**config.mk**
```make
export PLATFORM = sky130hd
export DESIGN_NAME = key_event
export DESIGN_NICKNAME = d
export VERILOG_FILES = /design/src/rtl/key_event.sv
export SDC_FILE = /design/constraint.sdc
export NUM_CORES = 1
export LEC_CHECK = 0
export CAP_MARGIN = 30
export CORE_MARGIN = 5
export CORE_UTILIZATION = 30
export DETAILED_ROUTE_END_ITERATION = 8
export PLACE_DENSITY = 0.45
export SKIP_CTS_REPAIR_TIMING = 1
export SYNTH_ARGS = -nofsm -noshare
export SYNTH_HDL_FRONTEND = slang
export SYNTH_SLANG_ARGS = --single-unit
```
**constraint.sdc**
```tcl
create_clock -name clk -period 4 [get_ports clk]
set_input_delay 0.4 -clock clk [delete_from_list [all_inputs] [get_ports clk]]
set_output_delay 0.4 -clock clk [all_outputs]
set_load 0.01 [all_outputs]
```
**src/rtl/key_event.sv**
```systemverilog
// Key event classifier: turns a debounced key level into press/release/short/long pulses.
// Optional auto-repeat while long-held is enabled by defining KEY_EVENT_REPEAT_EN.
module key_event #(
    parameter logic [31:0] LONG_CYCLES   = 32'd100000000,
    parameter logic [31:0] REPEAT_CYCLES = 32'd20000000
) (
    input  logic clk,
    input  logic rst,
    input  logic sw_in,
    output logic press_pulse,
    output logic release_pulse,
    output logic short_press,
    output logic long_press,
    output logic repeat_pulse,
    output logic held
);

    localparam logic [1:0] IDLE    = 2'd0;
    localparam logic [1:0] PRESSED = 2'd1;
    localparam logic [1:0] LONG    = 2'd2;

    localparam logic [31:0] LONG_M1 = LONG_CYCLES - 32'd1;

    logic [1:0]  state_r;
    logic [31:0] cnt_r;
    logic        sw_d_r;

    logic        rise_s;
    logic        fall_s;
    logic [1:0]  state_nxt_s;
    logic [31:0] cnt_nxt_s;
    logic        press_s;
    logic        release_s;
    logic        short_s;
    logic        long_s;
    logic        repeat_s;
    logic        held_s;

`ifdef KEY_EVENT_REPEAT_EN
    localparam logic [31:0] REPEAT_M1 = REPEAT_CYCLES - 32'd1;
`else
    logic unused_repeat_cycles;
    assign unused_repeat_cycles = ^REPEAT_CYCLES;
`endif

    assign rise_s = sw_in & ~sw_d_r;
    assign fall_s = ~sw_in & sw_d_r;

    // Next-state, counter and pulse decode; a release always beats a coincident threshold.
    always_comb begin
        state_nxt_s = state_r;
        cnt_nxt_s   = cnt_r;
        press_s     = 1'b0;
        release_s   = 1'b0;
        short_s     = 1'b0;
        long_s      = 1'b0;
        repeat_s    = 1'b0;
        case (state_r)
            IDLE: begin
                if (rise_s) begin
                    state_nxt_s = PRESSED;
                    cnt_nxt_s   = 32'd0;
                    press_s     = 1'b1;
                end else begin
                    state_nxt_s = IDLE;
                end
            end
            PRESSED: begin
                if (fall_s) begin
                    state_nxt_s = IDLE;
                    cnt_nxt_s   = 32'd0;
                    release_s   = 1'b1;
                    short_s     = 1'b1;
                end else if (sw_in) begin
                    if (cnt_r == LONG_M1) begin
                        state_nxt_s = LONG;
                        cnt_nxt_s   = 32'd0;
                        long_s      = 1'b1;
                    end else begin
                        cnt_nxt_s = cnt_r + 32'd1;
                    end
                end else begin
                    state_nxt_s = PRESSED;
                end
            end
            LONG: begin
                if (fall_s) begin
                    state_nxt_s = IDLE;
                    cnt_nxt_s   = 32'd0;
                    release_s   = 1'b1;
                end else if (sw_in) begin
`ifdef KEY_EVENT_REPEAT_EN
                    if (cnt_r == REPEAT_M1) begin
                        cnt_nxt_s = 32'd0;
                        repeat_s  = 1'b1;
                    end else begin
                        cnt_nxt_s = cnt_r + 32'd1;
                    end
`else
                    cnt_nxt_s = cnt_r;
`endif
                end else begin
                    state_nxt_s = LONG;
                end
            end
            default: begin
                state_nxt_s = IDLE;
                cnt_nxt_s   = 32'd0;
            end
        endcase
        held_s = (state_nxt_s != IDLE);
    end

    // State, counter, edge history and registered outputs; sw_d resets high so a key held through reset is ignored.
    always_ff @(posedge clk) begin
        if (!rst) begin
            state_r       <= IDLE;
            cnt_r         <= 32'd0;
            sw_d_r        <= 1'b1;
            press_pulse   <= 1'b0;
            release_pulse <= 1'b0;
            short_press   <= 1'b0;
            long_press    <= 1'b0;
            repeat_pulse  <= 1'b0;
            held          <= 1'b0;
        end else begin
            state_r       <= state_nxt_s;
            cnt_r         <= cnt_nxt_s;
            sw_d_r        <= sw_in;
            press_pulse   <= press_s;
            release_pulse <= release_s;
            short_press   <= short_s;
            long_press    <= long_s;
            repeat_pulse  <= repeat_s;
            held          <= held_s;
        end
    end

endmodule

```
==> results of run 1 <==
## per-stage QoR
step	worst slack [ns]	total power, mW	instance area (um^2)	util	std cells
floorplan	1.406	0.4386	2046	-	240
detailed placement	0.8936	0.4471	2151	0.3201	315
global route	0.8513	0.7931	2258	0.3361	323
finish	1.062	0.7622	2258	0.3361	323
global placement	0.9469	0.4471	2151	0.3201	315
CTS	1.059	0.7722	2258	0.3361	323
## layer usage
layer  wire, um  vias up  share of wire  track usage
li1           -      863              -            -
met1       2265      775           0.51       0.1459
met2       1981       18           0.45       0.1746
met3        108        4          0.024      0.02924
met4         56        0          0.013      0.04455
met5          0        -              0            0
## placed cells by master (no fill, tap or decap), drive strengths merged, types with 2 or more instances in the layout
cell / netlist / final
dfxtp: 40 / 40
nor2: 30 / 30
xnor2: 21 / 21
nand2: 17 / 17
a21oi: 11 / 11
nor4: 8 / 8
nand4: 8 / 8
inv: 7 / 7
nand3: 7 / 7
and4: 7 / 7
and3: 7 / 7
nor3: 7 / 7
o21ai: 7 / 7
clkdlybuf4s50: 0 / 7
or3: 6 / 6
o31ai: 6 / 6
clkbuf: 7 / 6
ha: 5 / 5
or4: 5 / 5
nor4b: 4 / 4
a21bo: 2 / 2
and2: 2 / 2
nor2b: 2 / 2
nand2b: 2 / 2
nor3b: 2 / 2
## worst reg2reg max path, stage by stage (launching register included)
cell	delay, ns
dfxtp_1	0.41
inv_1	0.10
ha_1	0.31
or4b_2	0.63
o311a_1	0.31
or3_1	0.48
or4_1	0.49
a21oi_1	0.14
## flip-flops by register name (all words and copies together) (netlist names)
register and cells:
cnt_r 32, sw_d_r 1, long_press 1, state_r 2, release_pulse 1, short_press 1
press_pulse 1, held 1
## synthesized netlist by cell type, types with 8 or more instances
master,count
dfxtp_1,40
nand4_1,8
nor2_1,30
a21oi_1,11
nand2_1,17
xnor2_1,21
nor4_1,8
## how the worst max path moves through the flow
stage                           from                      to  slack [ns]  cells past startpoint
6_report       state_r[0]$_SDFF_PN0_  cnt_r[28]$_SDFFE_PN0P_        1.06                      7
5_1_grt        state_r[0]$_SDFF_PN0_  cnt_r[28]$_SDFFE_PN0P_        0.85                      7
4_1_cts        state_r[0]$_SDFF_PN0_  cnt_r[28]$_SDFFE_PN0P_        1.06                      7
3_3_place_gp                   sw_in  cnt_r[29]$_SDFFE_PN0P_        0.95                      6
2_1_floorplan  state_r[0]$_SDFF_PN0_  cnt_r[29]$_SDFFE_PN0P_        1.41                      9
3_5_place_dp                   sw_in  cnt_r[29]$_SDFFE_PN0P_        0.89                      6
## power by group through the flow
stage	logic, mW	clock network [mW]	registers [mW]
2_1_floorplan	0.0260	0	0.413
4_1_cts	0.0342	0.334	0.404
3_5_place_dp	0.0341	0	0.413
5_1_grt	0.0378	0.351	0.404
3_3_place_gp	0.0341	0	0.413
6_report	0.0335	0.325	0.403
## area by class of cell
class / instances / area (um^2) / area share
multi-input cells: 181 / 1154 / 0.5108
inverters: 7 / 26.28 / 0.01163
well taps: 80 / 100.1 / 0.04432
flip-flops and latches: 40 / 800.8 / 0.3546
clock buffers: 6 / 72.57 / 0.03213
repair buffers: 7 / 70.07 / 0.03102
clock inverters: 2 / 35.03 / 0.01551
## kinds of logic (layout without fill, tap and decap cells)
| logic type | after synthesis | count (layout) |
|---|---|---|
| other cells | 1 | 1 |
| flops | 40 | 40 |
| fa+ha+maj | 5 | 5 |
| xor+xnor | 22 | 22 |
| buf+inv | 19 | 22 |
| mux | 1 | 1 |
| compound gates | 32 | 32 |
| simple gates | 120 | 120 |
==> results.md, run 1 <==
- Die Y: 92.58 um
- Net switching power: 0.1646 mW
- Max rail drop VDD: 111.7 uV
- Setup TNS: 0 ns
- Top-area cell type share of the netlist area: 0.3914
- Synth Area in Compound Gates: 0.1028
- Reg power frac: 0.529
- XOR/XNOR Fraction of Synth Area: 0.09419
- CP max FO: 14
- Reg-to-reg slack, setup: 1.06 ns
- Slew HR: 0.5092
- Reg2reg end: cnt_r[28]$_SDFFE_PN0P_
- Hold-critical path depth: 2
- Synth area leaders: dfxtp_1 39%, xnor2_1 9.0%, nor2_1 5.5%
- Worst skew pair latency: 0.29 ns
- Status: finished clean
- Mean Syn Cell Area: 8.524 um^2
- Post-layout min period: 2.938 ns
- Asr flop ratio synth: 0
- Via/cell ratio: 5.139
- Post-synth cell types: 44
- FP Rows: 30
- RSZ-0062 raised after global routing: false
- Simple-gate area share of the yosys netlist: 0.3297
- Hold Vio Cnt, Final: 0
- HPWL Detailed: 3120 um
- H-tree depth: 2
- Vias in the first global route: 1,608
- Largest net degree at the start of global routing: 33
- Area growth syn-to-layout: 10.40%
- Root Buffer: clkbuf_8
- Die width: 92.58 um
- Share of cells above drive strength 1: 0.04938
- Sw Ratio: 0.2159
- # setup viols final: 0
- IO Pins: 9
- Startpoint types: flop
- Initial antenna violation count: 0
- Initial Utilization: 0.3045
- Setup crit end kind: flop
- Delay-heaviest family, CP: simple AND/OR/NAND/NOR gates
- Mux cell area share after synthesis: 0.004893
- Worst slew pin tran: 0.7294 ns
- Predominant post-synthesis flop cell: dfxtp_1
- Clk slew on worst S/H paths: 0.08 ns
- R2R Path Start: state_r[0]$_SDFF_PN0_
- Layout net count: 250
- Wirelength per Cell: 13.66 um
- Post-Syn Instances: 240
- DRT Pass-1 Iters: 4
- R2R cell count: 7
- Synthesized area: 2046 um^2
- Clock Tree Buf Depth: 2
- Synth Area in Adders: 0.03058
- WL final: 4412 um
- Clock network power share: 0.427
- Inserted Diodes: 0
- Power per cell area: 337.5 nW/um^2
- Yosys top cell by area: dfxtp_1
- Seq/Total Area, Yosys: 0.3914
- Gr ovfl total: 0
- Largest family of logic cells by synthesized area: simple AND/OR/NAND/NOR gates
- CP peak stage delay: 0.63 ns
- CP Data Required Time: 4.22 ns
- First-pass GRT wire length: 7645 um
- HP Class: flop to flop
- Starting DRT DRC Count: 62
- ANT nets after route: 0
- Highest clock rate: 0.3404 GHz
- YS warnings: 0
- Number of remaining DRC errors: 0
- Final period util: 0.7345
- #FFs+latches synth: 40
- Slowest cell on crit path: or4b_2
- Worst setup path class: flop to flop
- DIE AREA: 8570 um^2
- Syn_nets: 248
- CP Cell Sequence: inv_1 > ha_1 > or4b_2 > o311a_1 > or3_1 > or4_1 > a21oi_1
- CTS tree: done
- Routability cong.: 0.7475
- Fin Hold WS: 0.5023 ns
- Combined buffer and inverter count along the critical path: 1
- Hold path startpoint: cnt_r[23]$_SDFFE_PN0P_
- Core Area: 6719 um^2
- CTS sink cnt: 40
- Critical path arrival: 3.16 ns
- Max-cap violations: 0
- Clk_skew: 0.005199 ns
- Num CTS Buffers: 5
- Fillers: 699
- Hold Path End: cnt_r[23]$_SDFFE_PN0P_
- Share of total power in combinational logic: 0.044
- IO Port Bufs: 7
- P_int: 0.5976 mW
- Post-synth EDFFs: 0
- Leak Pwr: 0.6923 nW
- Gr usage total: 0.1117
- Vias: 1,660
- Slew Limit Fails: 0
(Power assumes the default switching activity.)
==> run 2, diff against run 1 <==
- PLACE_DENSITY: 0.45 -> 0.47
- clock period: 4 -> 2.36 ns (I/O delays scaled with it)
==> run 2 against run 1 <==
Against the previous run:
- wire length up 6.6%
- via count up 4.8%
- sequential cell count unchanged
- sequential power up 69%
- global-route usage up 0.97 points
- largest power group unchanged
==> results.md, run 2 (synthesis results as in run 1) <==
- Highest clock rate: 0.4296 GHz (was 0.3404 GHz)
- Initial Utilization: 0.3045 (unchanged)
- Crit. Startpoint: state_r[1]$_SDFF_PN0_ (was state_r[0]$_SDFF_PN0_)
- Share of total power in combinational logic: 0.070 (was 0.044)
- Reg power frac: 0.568 (was 0.529)
- Worst setup path class: flop to flop (unchanged)
- Critical path arrival: 2.56 ns (was 3.16 ns)
- Leak Pwr: 0.8250 nW (was 0.6923 nW)
- IO Port Bufs: 7 (unchanged)
- Gr usage total: 0.1213 (was 0.1117)
- Number of remaining DRC errors: 0 (unchanged)
- HPWL Detailed: 3523 um (was 3120 um)
- Post-layout min period: 2.328 ns (was 2.938 ns)
- Num CTS Buffers: 5 (unchanged)
- Largest net degree at the start of global routing: 25 (was 33)
- H-tree depth: 2 (unchanged)
- Clk_skew: 0.007587 ns (was 0.005199 ns)
- Commonest non-fill, non-tap cell in the layout: dfxtp_1 (unchanged)
- Clock Tree Buf Depth: 2 (unchanged)
- DRT Pass-1 Iters: 4 (unchanged)
- Clock network power share: 0.362 (was 0.427)
- Vias: 1,740 (was 1,660)
- CTS sink cnt: 40 (unchanged)
- Inserted Diodes: 0 (unchanged)
- Final period util: 0.9862 (was 0.7345)
- Wirelength per Cell: 13.56 um (was 13.66 um)
- R2R Path Start: state_r[1]$_SDFF_PN0_ (was state_r[0]$_SDFF_PN0_)
- Share of cells above drive strength 1: 0.1835 (was 0.04938)
- CP max FO: 6 (was 14)
- HP Class: flop to flop (unchanged)
- Critical Path Sink: cnt_r[25]$_SDFFE_PN0P_ (was cnt_r[28]$_SDFFE_PN0P_)
- Reg-to-reg slack, setup: 0.03 ns (was 1.06 ns)
- Most frequent cells in the layout: 38 x dfxtp_1, 30 x nor2_1, 23 x buf_4 (was 40 x dfxtp_1, 30 x nor2_1, 21 x xnor2_1)
- RSZ-0062 raised after global routing: true (was false)
- Root Buffer: clkbuf_8 (unchanged)
- Layout net count: 275 (was 250)
- # setup viols final: 0 (unchanged)
- Initial antenna violation count: 0 (unchanged)
- Max reg flops: 32 (unchanged)
- Routability cong.: 0.7469 (was 0.7475)
- Power per cell area: 475.6 nW/um^2 (was 337.5 nW/um^2)
- IO Pins: 9 (unchanged)
- WL final: 4704 um (was 4412 um)
- Via/cell ratio: 5.014 (was 5.139)
- Hold Vio Cnt, Final: 0 (unchanged)
- Slew Limit Fails: 0 (unchanged)
- First-pass GRT wire length: 8190 um (was 7645 um)
- Reg2reg end: cnt_r[25]$_SDFFE_PN0P_ (was cnt_r[28]$_SDFFE_PN0P_)
- Fin Hold WS: 0.5081 ns (was 0.5023 ns)
- Most flops, register: cnt_r (unchanged)
- Net switching power: 0.2796 mW (was 0.1646 mW)
- Setup crit end kind: flop (unchanged)
- Vias in the first global route: 1,651 (was 1,608)
- Clk slew on worst S/H paths: 0.08 ns (about the same)
- Sw Ratio: 0.2336 (was 0.2159)
- Startpoint types: flop (unchanged)
- CTS tree: done (unchanged)
- FP Rows: 30 (unchanged)
- Die Y: 92.58 um (unchanged)
- Core Area: 6719 um^2 (unchanged)
- DIE AREA: 8570 um^2 (unchanged)
- Starting DRT DRC Count: 76 (was 62)
- Total chip power: 1.197 mW (was 0.7622 mW)
- Max-cap violations: 0 (unchanged)
- Max rail drop VDD: 272.8 uV (was 111.7 uV)
- Area growth syn-to-layout: 23.06% (was 10.40%)
- Die width: 92.58 um (unchanged)
- R2R cell count: 7 (unchanged)
- P_int: 0.9176 mW (was 0.5976 mW)
- ANT nets after route: 0 (unchanged)
- Status: finished clean (unchanged)
- Worst skew pair latency: 0.29 ns (about the same)
- CP Data Required Time: 2.59 ns (was 4.22 ns)
- Gr ovfl total: 0 (unchanged)
- Largest registers: cnt_r: 32 flops, state_r: 2 flops (unchanged)
run 2: cell types whose count changed in the layout (fill, tap and decap cells not counted), sizes merged:
cell | before | now
bufinv | 1 | 0
buf | 0 | 25
run 2: final cells by class:
cell class,instances,area (um^2)
Inverter,7,31.28
Fill cell,708,4202
Clock buffer,6,72.57
Multi-Input combinational cell,181,1226
Timing Repair Buffer,32,274.0
Clock inverter,1,5.005
Sequential cell,40,808.3
Tap cell,80,100.1
run 2: worst min path at each step:
stage | depth (start not counted) | end | start
final | 2 | cnt_r[23]$_SDFFE_PN0P_ | cnt_r[23]$_SDFFE_PN0P_
after global routing | 2 | cnt_r[25]$_SDFFE_PN0P_ | cnt_r[25]$_SDFFE_PN0P_
after CTS | 2 | cnt_r[23]$_SDFFE_PN0P_ | cnt_r[23]$_SDFFE_PN0P_
after detailed placement | 2 | cnt_r[23]$_SDFFE_PN0P_ | cnt_r[23]$_SDFFE_PN0P_
after global placement | 2 | cnt_r[5]$_SDFFE_PN0P_ | cnt_r[5]$_SDFFE_PN0P_
after floorplan | 1 | sw_d_r$_SDFF_PN1_ | rst
run 2: routing by layer:
layer / GRT usage / wire, um / vias up / share of wire
met4: 0.05198 / 62 / 0 / 0.013
met3: 0.02681 / 144 / 5 / 0.031
met1: 0.1660 / 2453 / 807 / 0.52
met5: 0 / 0 / - / 0
li1: - / - / 909 / -
met2: 0.1825 / 2043 / 19 / 0.43
run 2: power by group through the flow:
stage                     clock network (mW)  logic [mW]  registers, mW
final                                  0.433      0.0835          0.680
after CTS                              0.453      0.0829          0.681
after global placement                     0      0.0833          0.697
after detailed placement                   0      0.0825          0.697
after global routing                   0.485      0.0918          0.681
after floorplan                            0      0.0452          0.699
run 2: stage by stage:
stage / util / worst slack (ns) / area (um^2) / setup TNS [ns] / instances
6_report: 0.3747 / 0.03248 / 2517 / 0 / 347
5_1_grt: 0.3747 / -0.01575 / 2517 / -0.01575 / 347
4_1_cts: 0.3696 / -0.1017 / 2484 / -0.3216 / 347
3_5_place_dp: 0.3581 / -0.1488 / 2406 / -0.6760 / 340
3_3_place_gp: 0.3581 / -0.09811 / 2406 / -0.4820 / 340
2_1_floorplan: - / -0.05317 / 2107 / -0.1738 / 240
run 2: worst max-delay path, stage by stage (launching register included):
cell and delay (ns):
dfxtp_4 0.38, inv_4 0.05, ha_4 0.17, or3b_4 0.37
o211a_1 0.15, or4_4 0.53, or4_1 0.48, a21oi_1 0.13
==> run 3, diff against run 2 <==
- PLACE_DENSITY: 0.47 -> 0.45
- clock period: 2.36 -> 2.3 ns (I/O delays scaled with it)
==> run 3 against run 2 <==
Against the previous run:
- largest cell class unchanged
- utilization barely moved
- setup slack got worse by 0.074 ns
- clock skew shrank 0.0011 ns
- combinational power grew 0.5%
- the flow now finishes with violations (setup timing)
- critical path depth increased by 1
- sequential share of layout area is 0.083 points lower
- maximum frequency decreased by 0.60%
- first-iteration DRC count fell by 20%
- wire length increased by 2.2%
==> results.md, run 3 (synthesis results as in run 1) <==
- Hold Vio Cnt, Final: 0 (unchanged)
- Multi-input logic area: 1222 um^2 (was 1226 um^2)
- Final core utilization: 0.3745 (was 0.3747)
- Max-cap violations: 0 (unchanged)
- Worst setup path class: flop to flop (unchanged)
- Core Area: 6719 um^2 (unchanged)
- FP Rows: 30 (unchanged)
- Slew Limit Fails: 0 (unchanged)
- Routability cong.: 0.7853 (was 0.7469)
- Sw Ratio: 0.2259 (was 0.2336)
- P_int: 0.9795 mW (was 0.9176 mW)
- Clock network power share: 0.381 (was 0.362)
- CP Data Required Time: 2.52 ns (was 2.59 ns)
- Power per cell area: 502.9 nW/um^2 (was 475.6 nW/um^2)
- Final period util: 1.018 (was 0.9862)
- First-pass GRT wire length: 8142 um (was 8190 um)
- Highest clock rate: 0.4270 GHz (was 0.4296 GHz)
- RSZ-0062 raised after global routing: true (unchanged)
- Leak Pwr: 0.8224 nW (was 0.8250 nW)
- Largest registers: cnt_r: 32 flops, state_r: 2 flops (unchanged)
- Starting DRT DRC Count: 61 (was 76)
- Wirelength per Cell: 13.85 um (was 13.56 um)
- Post-DP Area: 2387 um^2 (was 2406 um^2)
- IO Pins: 9 (unchanged)
- Initial antenna violation count: 0 (unchanged)
- H-tree depth: 2 (unchanged)
- Cell area after layout: 2516 um^2 (was 2517 um^2)
- Startpoint types: flop (unchanged)
- # setup viols final: 4 (was 0)
- Reg power frac: 0.553 (was 0.568)
- Critical path arrival: 2.56 ns (about the same)
- Post-route setup slack: -0.04166 ns (was 0.03248 ns)
- Commonest non-fill, non-tap cell in the layout: dfxtp_1 (unchanged)
- Largest net degree at the start of global routing: 33 (was 25)
- Gr usage total: 0.1196 (was 0.1213)
- Sequential Area: 805.8 um^2 (was 808.3 um^2)
- Via/cell ratio: 5.112 (was 5.014)
- DRT Pass-1 Iters: 4 (unchanged)
- Net switching power: 0.2858 mW (was 0.2796 mW)
- Share of cells above drive strength 1: 0.1835 (unchanged)
- CTS sink cnt: 40 (unchanged)
- Total chip power: 1.265 mW (was 1.197 mW)
- Area growth syn-to-layout: 23.00% (was 23.06%)
- Inserted Diodes: 0 (unchanged)
- Die Y: 92.58 um (unchanged)
- DIE AREA: 8570 um^2 (unchanged)
- Violated checks: setup timing
- Die width: 92.58 um (unchanged)
- Max reg flops: 32 (unchanged)
- Clk slew on worst S/H paths: 0.08 ns (about the same)
- Status: finished with violations (was finished clean)
- Gr ovfl total: 0 (unchanged)
- Worst skew pair latency: 0.29 ns (about the same)
- Clk_skew: 0.006450 ns (was 0.007587 ns)
- HP Class: flop to flop (unchanged)
- Most frequent cells in the layout: 38 x dfxtp_1, 30 x nor2_1, 22 x buf_4 (was 38 x dfxtp_1, 30 x nor2_1, 23 x buf_4)
- ANT nets after route: 0 (unchanged)
- Clock Tree Buf Depth: 2 (unchanged)
- CTS tree: done (unchanged)
- Vias: 1,774 (was 1,740)
- Root Buffer: clkbuf_8 (unchanged)
- Fillers: 702 (was 708)
- Post-layout min period: 2.342 ns (was 2.328 ns)
- CP max FO: 6 (unchanged)
- Share of total power in combinational logic: 0.066 (was 0.070)
- WL final: 4806 um (was 4704 um)
- Layout net count: 274 (was 275)
- IO Port Bufs: 7 (unchanged)
- Number of remaining DRC errors: 0 (unchanged)
- Max rail drop VDD: 256.5 uV (was 272.8 uV)
- HPWL Detailed: 3461 um (was 3523 um)
- Num CTS Buffers: 5 (unchanged)
- Setup crit end kind: flop (unchanged)
- Vias in the first global route: 1,692 (was 1,651)
- Initial Utilization: 0.3045 (unchanged)
- Fin Hold WS: 0.5108 ns (was 0.5081 ns)
- Most flops, register: cnt_r (unchanged)
[run 3: per-layer routing]
| metal | wire length (um) | global-route usage | up-vias |
|---|---|---|---|
| li1 | - | - | 911 |
| met1 | 2404 | 0.1536 | 841 |
| met5 | 0 | 0 | - |
| met3 | 157 | 0.02681 | 2 |
| met4 | 29 | 0.03713 | 0 |
| met2 | 2214 | 0.1988 | 20 |
[run 3: path summary, 6_finish.rpt]
kind | start | end | slack, ns | depth (start not counted)
min reg2reg | cnt_r[23]$_SDFFE_PN0P_ | cnt_r[23]$_SDFFE_PN0P_ | 0.51 | 2
max reg2reg | state_r[0]$_SDFF_PN0_ | cnt_r[19]$_SDFFE_PN0P_ | -0.04 | 8
max | state_r[0]$_SDFF_PN0_ | cnt_r[19]$_SDFFE_PN0P_ | -0.04 | 8
min | cnt_r[23]$_SDFFE_PN0P_ | cnt_r[23]$_SDFFE_PN0P_ | 0.51 | 2
[run 3: area by class of cell]
cell class | count | area share
multi-input combinational | 181 | 0.4858
sequential | 40 | 0.3202
timing repair buffer | 31 | 0.1059
tap | 80 | 0.03978
clock buffer | 8 | 0.03580
inverter | 7 | 0.01243
[run 3: through the flow]
stage               cells  setup TNS [ns]  setup slack [ns]
floorplan             240         -0.5082           -0.1142
global placement      339         -0.8001           -0.1355
detailed placement    339          -1.043           -0.1732
CTS                   347         -0.4778          -0.09146
global route          347         -0.5412           -0.1045
finish                347         -0.1178          -0.04166
[run 3: critical path: stages (launching register included)]
cell and delay (ns):
dfxtp_4 0.40, inv_6 0.05, ha_4 0.17, or3b_4 0.37, o211a_1 0.15, or4_4 0.53, buf_4 0.17, or3_1 0.30
a21oi_1 0.13
[run 3: power groups by stage]
| stage | clock (mW) | sequential [mW] | combinational (mW) |
|---|---|---|---|
| after floorplan | 0 | 0.717 | 0.0462 |
| after global placement | 0 | 0.716 | 0.0826 |
| after detailed placement | 0 | 0.716 | 0.0822 |
| after CTS | 0.509 | 0.699 | 0.0828 |
| final | 0.482 | 0.700 | 0.0839 |
| after global routing | 0.539 | 0.700 | 0.0918 |
